**config.mk**
```make
export PLATFORM = sky130hd
export DESIGN_NAME = tx_stream_mux
export DESIGN_NICKNAME = d
export VERILOG_FILES = /design/src/rtl/tx_stream_mux.sv
export SDC_FILE = /design/constraint.sdc
export NUM_CORES = 1
export LEC_CHECK = 0
export ABC_CLOCK_PERIOD_IN_PS = 2900
export BUFFER_PORTS_ARGS = -buffer_cell sky130_fd_sc_hd__buf_2
export CAP_MARGIN = 0
export CORE_AREA = 2 2 428 430
export DETAILED_ROUTE_END_ITERATION = 8
export DIE_AREA = 0 0 430 432
export SLEW_MARGIN = 15
export SYNTH_ARGS = -nofsm -noshare
export SYNTH_HDL_FRONTEND = slang
export SYNTH_SLANG_ARGS = --single-unit
```
**constraint.sdc**
```tcl
create_clock -name clock -period 2.9 [get_ports clock]
set_input_delay 0.29 -clock clock [delete_from_list [all_inputs] [get_ports clock]]
set_output_delay 0.29 -clock clock [all_outputs]
set_load 0.02 [all_outputs]
```
**src/rtl/tx_stream_mux.sv**
```systemverilog
// rtl/tx_stream_mux.sv - source-select stream mux with gain and glitch-free switching; optional gain stage: TX_STREAM_MUX_GAIN_EN
module tx_stream_mux #(
  parameter int NUMBER_OF_LINE = 8,
  parameter int NUM_CH         = 3,
  parameter int SAMPLE_W       = 16,
  parameter int SWITCH_GAP     = 4
) (
  input  logic                                     clock,
  input  logic                                     reset,
  input  logic [NUM_CH-1:0]                        s_tvalid,
  input  logic [NUM_CH*NUMBER_OF_LINE*SAMPLE_W-1:0] s_tdata_i,
  input  logic [NUM_CH*NUMBER_OF_LINE*SAMPLE_W-1:0] s_tdata_q,
  output logic [NUM_CH-1:0]                        s_tready,
  input  logic [7:0]                               output_select,
  input  logic [15:0]                              gain,
  output logic [2*NUMBER_OF_LINE*SAMPLE_W-1:0]     m_tdata,
  output logic                                     m_tvalid,
  input  logic                                     m_tready,
  output logic [7:0]                               active_select,
  output logic                                     switch_busy,
  output logic [31:0]                              sat_count
);
  localparam int BEAT_W = NUMBER_OF_LINE * SAMPLE_W;
  localparam int OUT_W  = 2 * BEAT_W;

  typedef enum logic {ST_RUN, ST_GAP} state_t;

  state_t            state_q;
  logic [7:0]        active_q, pending_q;
  logic [7:0]        gap_cnt_q;
  logic              switch_busy_q;
  logic              en;

  logic              sel_real, sel_iq;
  logic [7:0]        sel_ch;
  logic [BEAT_W-1:0] src_i, src_q;
  logic              src_valid;

  logic              s1_valid_q, s1_valid_d;
  logic [BEAT_W-1:0] s1_i_q, s1_q_q, s1_i_d, s1_q_d;

  logic [OUT_W-1:0]  out_d, m_tdata_q;
  logic              out_valid_d, out_sat_d;
  logic              m_tvalid_q, m_sat_q;
  logic [31:0]       sat_count_q;

  assign en = !m_tvalid_q || m_tready;

  // Decode the active select into mode and channel index, and pick that channel's beat
  always_comb begin
    sel_real  = 1'b0;
    sel_iq    = 1'b0;
    sel_ch    = '0;
    src_i     = '0;
    src_q     = '0;
    src_valid = 1'b0;
    if (active_q >= 8'd1 && active_q <= 8'(NUM_CH)) begin
      sel_real = 1'b1;
      sel_ch   = active_q - 8'd1;
    end else if (active_q >= 8'(NUM_CH + 1) && active_q <= 8'(2 * NUM_CH)) begin
      sel_iq = 1'b1;
      sel_ch = active_q - 8'(NUM_CH + 1);
    end
    for (int c = 0; c < NUM_CH; c++) begin
      if (sel_ch == 8'(c)) begin
        src_i     = s_tdata_i[c*BEAT_W +: BEAT_W];
        src_q     = s_tdata_q[c*BEAT_W +: BEAT_W];
        src_valid = s_tvalid[c];
      end
    end
  end

  // Only the channel feeding S1 sees backpressure; everything else is drained freely
  always_comb begin
    s_tready = '0;
    for (int c = 0; c < NUM_CH; c++) begin
      if (reset)
        s_tready[c] = 1'b0;
      else if (state_q == ST_RUN && (sel_real || sel_iq) && sel_ch == 8'(c))
        s_tready[c] = en;
      else
        s_tready[c] = 1'b1;
    end
  end

  // S1 next beat: real keeps Q at zero, zero-select and the gap emit valid zero beats
  always_comb begin
    s1_i_d     = '0;
    s1_q_d     = '0;
    s1_valid_d = 1'b1;
    if (state_q == ST_RUN && (sel_real || sel_iq)) begin
      s1_i_d     = src_i;
      s1_valid_d = src_valid;
      if (sel_iq)
        s1_q_d = src_q;
    end
  end

  // Switch FSM: a select change opens a gap of SWITCH_GAP zero beats, restarted by further changes
  always_ff @(posedge clock) begin
    if (reset) begin
      state_q       <= ST_RUN;
      active_q      <= '0;
      pending_q     <= '0;
      gap_cnt_q     <= '0;
      switch_busy_q <= 1'b0;
    end else begin
      case (state_q)
        ST_RUN: begin
          if (output_select != active_q) begin
            state_q       <= ST_GAP;
            pending_q     <= output_select;
            gap_cnt_q     <= '0;
            switch_busy_q <= 1'b1;
          end
        end
        ST_GAP: begin
          if (output_select != pending_q) begin
            pending_q <= output_select;
            gap_cnt_q <= '0;
          end else if (en) begin
            if (gap_cnt_q == 8'(SWITCH_GAP - 1)) begin
              state_q       <= ST_RUN;
              active_q      <= pending_q;
              switch_busy_q <= 1'b0;
            end else begin
              gap_cnt_q <= gap_cnt_q + 8'd1;
            end
          end
        end
        default: state_q <= ST_RUN;
      endcase
    end
  end

  // S1 capture register
  always_ff @(posedge clock) begin
    if (reset) begin
      s1_valid_q <= 1'b0;
      s1_i_q     <= '0;
      s1_q_q     <= '0;
    end else if (en) begin
      s1_valid_q <= s1_valid_d;
      s1_i_q     <= s1_i_d;
      s1_q_q     <= s1_q_d;
    end
  end

`ifdef TX_STREAM_MUX_GAIN_EN
  localparam int PROD_W = SAMPLE_W + 17;
  localparam logic signed [PROD_W-1:0] RND   = PROD_W'(8192);
  localparam logic signed [PROD_W-1:0] MAX_V = PROD_W'((64'sd1 <<< (SAMPLE_W - 1)) - 64'sd1);
  localparam logic signed [PROD_W-1:0] MIN_V = -MAX_V - PROD_W'(1);

  logic [15:0]              s1_gain_q;
  logic                     s2_valid_q;
  logic signed [PROD_W-1:0] prod_i [NUMBER_OF_LINE];
  logic signed [PROD_W-1:0] prod_q [NUMBER_OF_LINE];
  logic signed [PROD_W-1:0] s2_pi_q [NUMBER_OF_LINE];
  logic signed [PROD_W-1:0] s2_pq_q [NUMBER_OF_LINE];
  logic [SAMPLE_W:0]        rs_i, rs_q;

  // Round half up at bit 13, shift back to sample scale, clamp; MSB of the result flags a clamp
  function automatic logic [SAMPLE_W:0] rnd_sat(input logic signed [PROD_W-1:0] p);
    logic signed [PROD_W-1:0] r;
    r = (p + RND) >>> 14;
    if (r > MAX_V)
      rnd_sat = {1'b1, MAX_V[SAMPLE_W-1:0]};
    else if (r < MIN_V)
      rnd_sat = {1'b1, MIN_V[SAMPLE_W-1:0]};
    else
      rnd_sat = {1'b0, r[SAMPLE_W-1:0]};
  endfunction

  // Gain travels with its beat through S1
  always_ff @(posedge clock) begin
    if (reset)
      s1_gain_q <= '0;
    else if (en)
      s1_gain_q <= gain;
  end

  // Signed sample times unsigned Q2.14 gain
  always_comb begin
    for (int k = 0; k < NUMBER_OF_LINE; k++) begin
      prod_i[k] = PROD_W'($signed(s1_i_q[k*SAMPLE_W +: SAMPLE_W])) * PROD_W'($signed({1'b0, s1_gain_q}));
      prod_q[k] = PROD_W'($signed(s1_q_q[k*SAMPLE_W +: SAMPLE_W])) * PROD_W'($signed({1'b0, s1_gain_q}));
    end
  end

  // S2 product register
  always_ff @(posedge clock) begin
    if (reset) begin
      s2_valid_q <= 1'b0;
      for (int k = 0; k < NUMBER_OF_LINE; k++) begin
        s2_pi_q[k] <= '0;
        s2_pq_q[k] <= '0;
      end
    end else if (en) begin
      s2_valid_q <= s1_valid_q;
      for (int k = 0; k < NUMBER_OF_LINE; k++) begin
        s2_pi_q[k] <= prod_i[k];
        s2_pq_q[k] <= prod_q[k];
      end
    end
  end

  // S3 round/saturate and interleave I/Q per lane
  always_comb begin
    out_d       = '0;
    out_sat_d   = 1'b0;
    out_valid_d = s2_valid_q;
    rs_i        = '0;
    rs_q        = '0;
    for (int k = 0; k < NUMBER_OF_LINE; k++) begin
      rs_i = rnd_sat(s2_pi_q[k]);
      rs_q = rnd_sat(s2_pq_q[k]);
      out_d[(2*k)*SAMPLE_W +: SAMPLE_W]   = rs_i[SAMPLE_W-1:0];
      out_d[(2*k+1)*SAMPLE_W +: SAMPLE_W] = rs_q[SAMPLE_W-1:0];
      out_sat_d = out_sat_d | rs_i[SAMPLE_W] | rs_q[SAMPLE_W];
    end
  end
`else
  logic unused_gain;
  assign unused_gain = ^gain;

  // Unity gain: interleave S1 straight into the output register
  always_comb begin
    out_d       = '0;
    out_sat_d   = 1'b0;
    out_valid_d = s1_valid_q;
    for (int k = 0; k < NUMBER_OF_LINE; k++) begin
      out_d[(2*k)*SAMPLE_W +: SAMPLE_W]   = s1_i_q[k*SAMPLE_W +: SAMPLE_W];
      out_d[(2*k+1)*SAMPLE_W +: SAMPLE_W] = s1_q_q[k*SAMPLE_W +: SAMPLE_W];
    end
  end
`endif

  // Output register and saturating clip counter over accepted beats
  always_ff @(posedge clock) begin
    if (reset) begin
      m_tvalid_q  <= 1'b0;
      m_tdata_q   <= '0;
      m_sat_q     <= 1'b0;
      sat_count_q <= '0;
    end else begin
      if (en) begin
        m_tvalid_q <= out_valid_d;
        m_tdata_q  <= out_d;
        m_sat_q    <= out_sat_d && out_valid_d;
      end
      if (m_tvalid_q && m_tready && m_sat_q && sat_count_q != 32'hFFFF_FFFF)
        sat_count_q <= sat_count_q + 32'd1;
    end
  end

  assign m_tdata       = m_tdata_q;
  assign m_tvalid      = m_tvalid_q;
  assign active_select = active_q;
  assign switch_busy   = switch_busy_q;
  assign sat_count     = sat_count_q;

endmodule
```
After elaboration in Yosys (flattened, before gate mapping)
Cells that the tools add are included.
Word-level totals
  register bits: 540
  latch bits: 0
  bits in writable memories: 0
  bits in read-only memories: 0
  input bits: 798
  output and inout port bits: 301
  word-level logic and storage cells: 87
  memories: 0
Operators by class
  add/sub/neg operators: 3
  multipliers: 0
  div/mod/pow operators: 0
  order comparisons: 4
  equal/unequal tests: 12
  shift-type cells: 0
  mux-type cells: 42
  bitwise gates (word level): 2
  reduce and logical (&&, ||, !) cells: 14
Operator list (count)
  2-to-1 mux 128 bit: 9
  2-to-1 mux 8 bit: 8
  one-hot mux 8 bit (2 select lines): 2
  2-to-1 mux 1 bit: 21
  equality test 8 x 2 -> 1 bit (second input constant): 2
  != test 8 bit: 2
  adder 8 x 1 -> 8 bit (second input constant): 1
  equality test 8 x 1 -> 1 bit (second input constant): 1
  greater-or-equal comparator 8 x 1 -> 1 bit (second input constant): 1
  greater-or-equal comparator 8 x 3 -> 1 bit (second input constant): 1
  less-or-equal comparator 8 x 2 -> 1 bit (second input constant): 1
  less-or-equal comparator 8 x 3 -> 1 bit (second input constant): 1
  zero test 8 bit: 1
  != test 2 x 1 -> 1 bit (second input constant): 4
  AND reduction 4 bit: 2
  subtractor 8 x 1 -> 8 bit (second input constant): 1
  subtractor 8 x 3 -> 8 bit (second input constant): 1
  logical AND 1 bit: 6
  one-hot mux 1 bit (2 select lines): 2
  != test 3 x 1 -> 1 bit (second input constant): 1
  != test 3 bit (second input constant): 1
  AND reduction 3 bit: 1
  logical OR 1 bit: 2
  != test 2 bit (second input constant): 1
  3 further kinds: 4

Longest topological paths before layout
  depth after elaboration: 10
  mapped depth: 12
  depth with buffers taken out: 7

Worst setup path before layout
No wires, ideal clock.
  path kind: reg2out
  start: register active_q[3] (netlist: active_select[3])
  end: output port s_tready[2]
  arrival time: 2687 ps
  data required time: 2610 ps
  slack: -77 ps
  stages on the path, launching flop included: 11
  path buffers: 4
  cells stage by stage: dfxtp_1 buf_2 inv_1 ha_1 or2_2 a211oi_1 o21a_1 buf_2 buf_2 buf_1 a21oi_1
On the way
  word-level cells in the longest chain between the ends: 9
  elaborated cells on any way between the ends: 19
  classes of those cells: add/sub (2); order compare (4); eq/ne (1); mux (7); reduce/logical (5)
Ends and longest elaborated chain
  start, declared: line 29  | logic [7:0] active_q, pending_q;
  start signal, assigned: line 124  | active_q <= pending_q;
  branches (longest 6 deep; another with greater-or-equal comparator 8 x 3 -> 1 bit)
  logical AND 1 bit *: line 79  | else if (state_q == ST_RUN && (sel_real || sel_iq) && sel_ch == 8'(c))
  2-to-1 mux 1 bit *: line 79
  2-to-1 mux 1 bit *: line 77  | if (reset)
  end, declared: line 13  | output logic [NUM_CH-1:0] s_tready,
Every way passes the cells marked *.

Worst setup path in the final report
  start: register active_q[3] (netlist: active_select[3])
  end: output port s_tready[1]
On the way
  word-level cells in the longest chain between the ends: 9
  elaborated cells on any way between the ends: 19
  classes of those cells: add/sub (2); order compare (4); eq/ne (1); mux (7); reduce/logical (5)
Ends and longest elaborated chain (line)
  branches (longest 6 deep; another with greater-or-equal comparator 8 x 3 -> 1 bit)
  logical AND 1 bit *: 79
  2-to-1 mux 1 bit *: 79
  2-to-1 mux 1 bit *: 77
Marks and branches as above.

==> key figures <==
Power
  – Leakage power: 0.0170 uW
  – Peak supply drop: 0.000346 V
  – PD cells: 432 mW/mm^2

Timing
  – Fin crit share: 103%
  – Final worst slack: -86.9 ps
  – Final Setup Violations: 5
  – Relative slew slack: 28.4%
  – Setup Skew: 25.5 ps
  – Final hold slack: 62.4 ps
  – Final hold violations: 0
  – RSZ-0062 raised after global routing: yes
  – Period minus WS final: 2990 ps
  – Slew @ Worst Pin: 1070 ps
  – Max Freq: 335 MHz
  – Final count of pins violating max slew: 0

Final layout
  – Commonest non-fill, non-tap cell in the layout: buf_2
  – Layout Area Growth over Synthesis: 75.5%
  – Core Util, Final: 24.2%
  – Fin nets: 5,405
  – Fill cells: 19,200
  – Share of cells above drive strength 1: 35.3%
  – Most frequent cells in the layout: 1,046 x buf_2, 782 x nand2_1, 725 x dlygate4sd3_1, 536 x dfxtp_1, 276 x a21oi_1

Synth
  – Top cell type's share of synthesized area: 43.2%
  – Mapped cell area: 0.0250 mm^2
  – Mapped Cells: 2,873
  – Yosys reg bits: 540
  – Most area-consuming cells after synthesis: dfxtp_1 43%, a221oi_2 13%, nand2_1 12%
  – Number of enable flip-flop cells after synthesis: 0
  – Avg Cell Area, Syn: 8.72 um^2
  – Yosys warns: 0
  – Synth unique cells: 52
  – Synth Flop Type: dfxtp_1
  – Seq/Total Area, Yosys: 43.2%
  – Synth area leader: dfxtp_1
  – Async SR Flop Fraction: 0%

Job
  – Max Cap Viol: 0

Floorplan
  – Initial core utilization: 13.8%
  – Number of placed I/O pins: 1,099
  – Core ar.: 0.182 mm^2
  – Std cell rows: 157
  – Total die area: 0.186 mm^2
  – Die width: 430 um
  – Die Y: 432 um

Detailed routing
  – Drt pass-1 iters: 6
  – DR DRC count: 0
  – DR iter-0 viols: 2,466
  – Total vias in the final route: 31,900
  – Antenna-violating nets left: 0
  – WL/cell: 23.3 um
  – Post-Route WL: 165 mm
  – Vias per cell: 4.50

Worst setup path
  – Setup CP Type: reg2out
  – CP Capture Type: primary output
  – Startpoint Class: register
  – Critical Path RT: 2610 ps
  – Slowest-stage cell, CP: or4b_4
  – Most used cell, CP: buf_6
  – Crit path max fanout: 3
  – Slowest stage delay, CP: 500 ps
  – Crit path DAT: 2700 ps
  – Crit-path cells: buf_6 > or4b_4 > a22oi_2 > buf_4 > o2bb2ai_4 > nor3_4 > buf_6 > a21oi_2 > buf_6

CTS
  – CTS Sinks: 540
  – TritonCTS clock tree: built
  – Clock Pin Slew Worst Setup and Hold Paths: 60 ps
  – Insertion delay to the later sink of the worst-skew pair: 690 ps
  – Max clock buf depth: 3
  – Clk root buf: clkbuf_16
  – Cts bufs inserted: 72
  – H-tree levels: 3

GRT
  – Vias in the first global route: 30,900
  – Grt ovf: 0
  – Initial antenna violation count: 89
  – First-pass GRT wire length: 226 mm
  – Largest net degree at the start of global routing: 148
  – Global Route Usage Sum: 16.7%

Outcome
  – Failing checks: setup timing
  – Status: finished with violations

Place
  – GP Congestion: 0.909
  – Port bufs: 1,050
  – Hpwl dp: 115 mm

Worst hold path
  – Hold Crit Class: in2reg
[flip-flops by register name, summed over array words and instances (netlist names)]
register / flops
gap_cnt_q: 8
out_valid_d: 1
m_tvalid: 1
s1_q_q: 128
switch_busy: 1
active_select: 8
pending_q: 8
m_tdata: 256
s1_i_q: 128
state_q: 1
[logic make-up after synthesis]
family / count (synthesis) / synth area share, %
compound gates: 830 / 28.8
xor+xnor: 16 / 0.560
fa+ha+maj: 6 / 0.300
buf+inv: 364 / 6.99
flops: 540 / 43.2
mux: 8 / 0.320
other cells: 1 / 0.0150
simple gates: 1108 / 19.8
[what timing repair did]
item,4_1_cts,5_1_grt
pin swaps,9,6
hold endpoints to repair,262,1
endpoints found under the setup margin,7,62
setup buffers,13,6
gates resized for setup,48,38
hold buffers,723,2
[area by class of cell]
type / instances / area (um^2) / share of cell area [%]
tap: 2385 / 2980 / 6.79
multi-input combinational: 2000 / 13000 / 29.5
clock buffer: 104 / 2110 / 4.81
sequential: 540 / 10800 / 24.6
antenna: 57 / 143 / 0.325
timing repair buffer: 1982 / 14600 / 33.3
clock inverter: 22 / 251 / 0.572
inverter: 5 / 18.8 / 0.0427
[through the flow]
step	cells	cell area, um^2	TNS (ps)	total power, uW	setup slack, ps
2_1_floorplan	2904	25200	0	8080	28.4
3_3_place_gp	6168	33600	-90.0	8940	-50.8
3_5_place_dp	6168	33600	-209	8940	-102
4_1_cts	7030	43500	-456	19200	-166
5_1_grt	7075	43900	-3480	19600	-204
6_report	7095	43900	-305	19000	-86.9
[worst paths after layout]
kind / startpoint / to / slack, ps / cells past startpoint
max: active_select[3] / s_tready[1] / -90 / 9
min: s_tdata_q[272] / s1_q_q[16] / 60 / 3
max reg2reg: active_select[2] / s1_q_q[41] / -50 / 11
min reg2reg: s1_i_q[7] / m_tdata[7] / 440 / 2
[synthesized netlist by cell type (11+ instances only)]
| cell | number |
|---|---|
| buf_4 | 33 |
| clkbuf_1 | 216 |
| nand2_1 | 783 |
| a21oi_1 | 279 |
| buf_6 | 25 |
| a221oi_2 | 221 |
| dfxtp_1 | 540 |
| nand3_1 | 11 |
| nor2_1 | 15 |
| o31ai_1 | 263 |
| nor4_1 | 261 |
| buf_1 | 27 |
| a221oi_1 | 36 |
| buf_2 | 58 |
[where the power goes]
group,internal [uW],total [uW],switching [uW]
registers,7430,7440,10.5
logic,1250,2280,1020
clock network,5350,9250,3900
[critical path: cells and delay by family, from the launching register on]
kind | cells | cell delay (ps)
AND/OR/NAND/NOR | 2 | 580
flip-flops | 1 | 320
buffers and inverters | 4 | 560
AO/OA/AOI/OAI | 3 | 540
[layer usage]
layer | track usage, % | share of wire [%]
met5 | 0 | 0.14
met3 | 4.87 | 8.4
met2 | 26.3 | 45
met4 | 12.1 | 7.8
met1 | 19.3 | 38
Power figures use the tool's default switching activity.
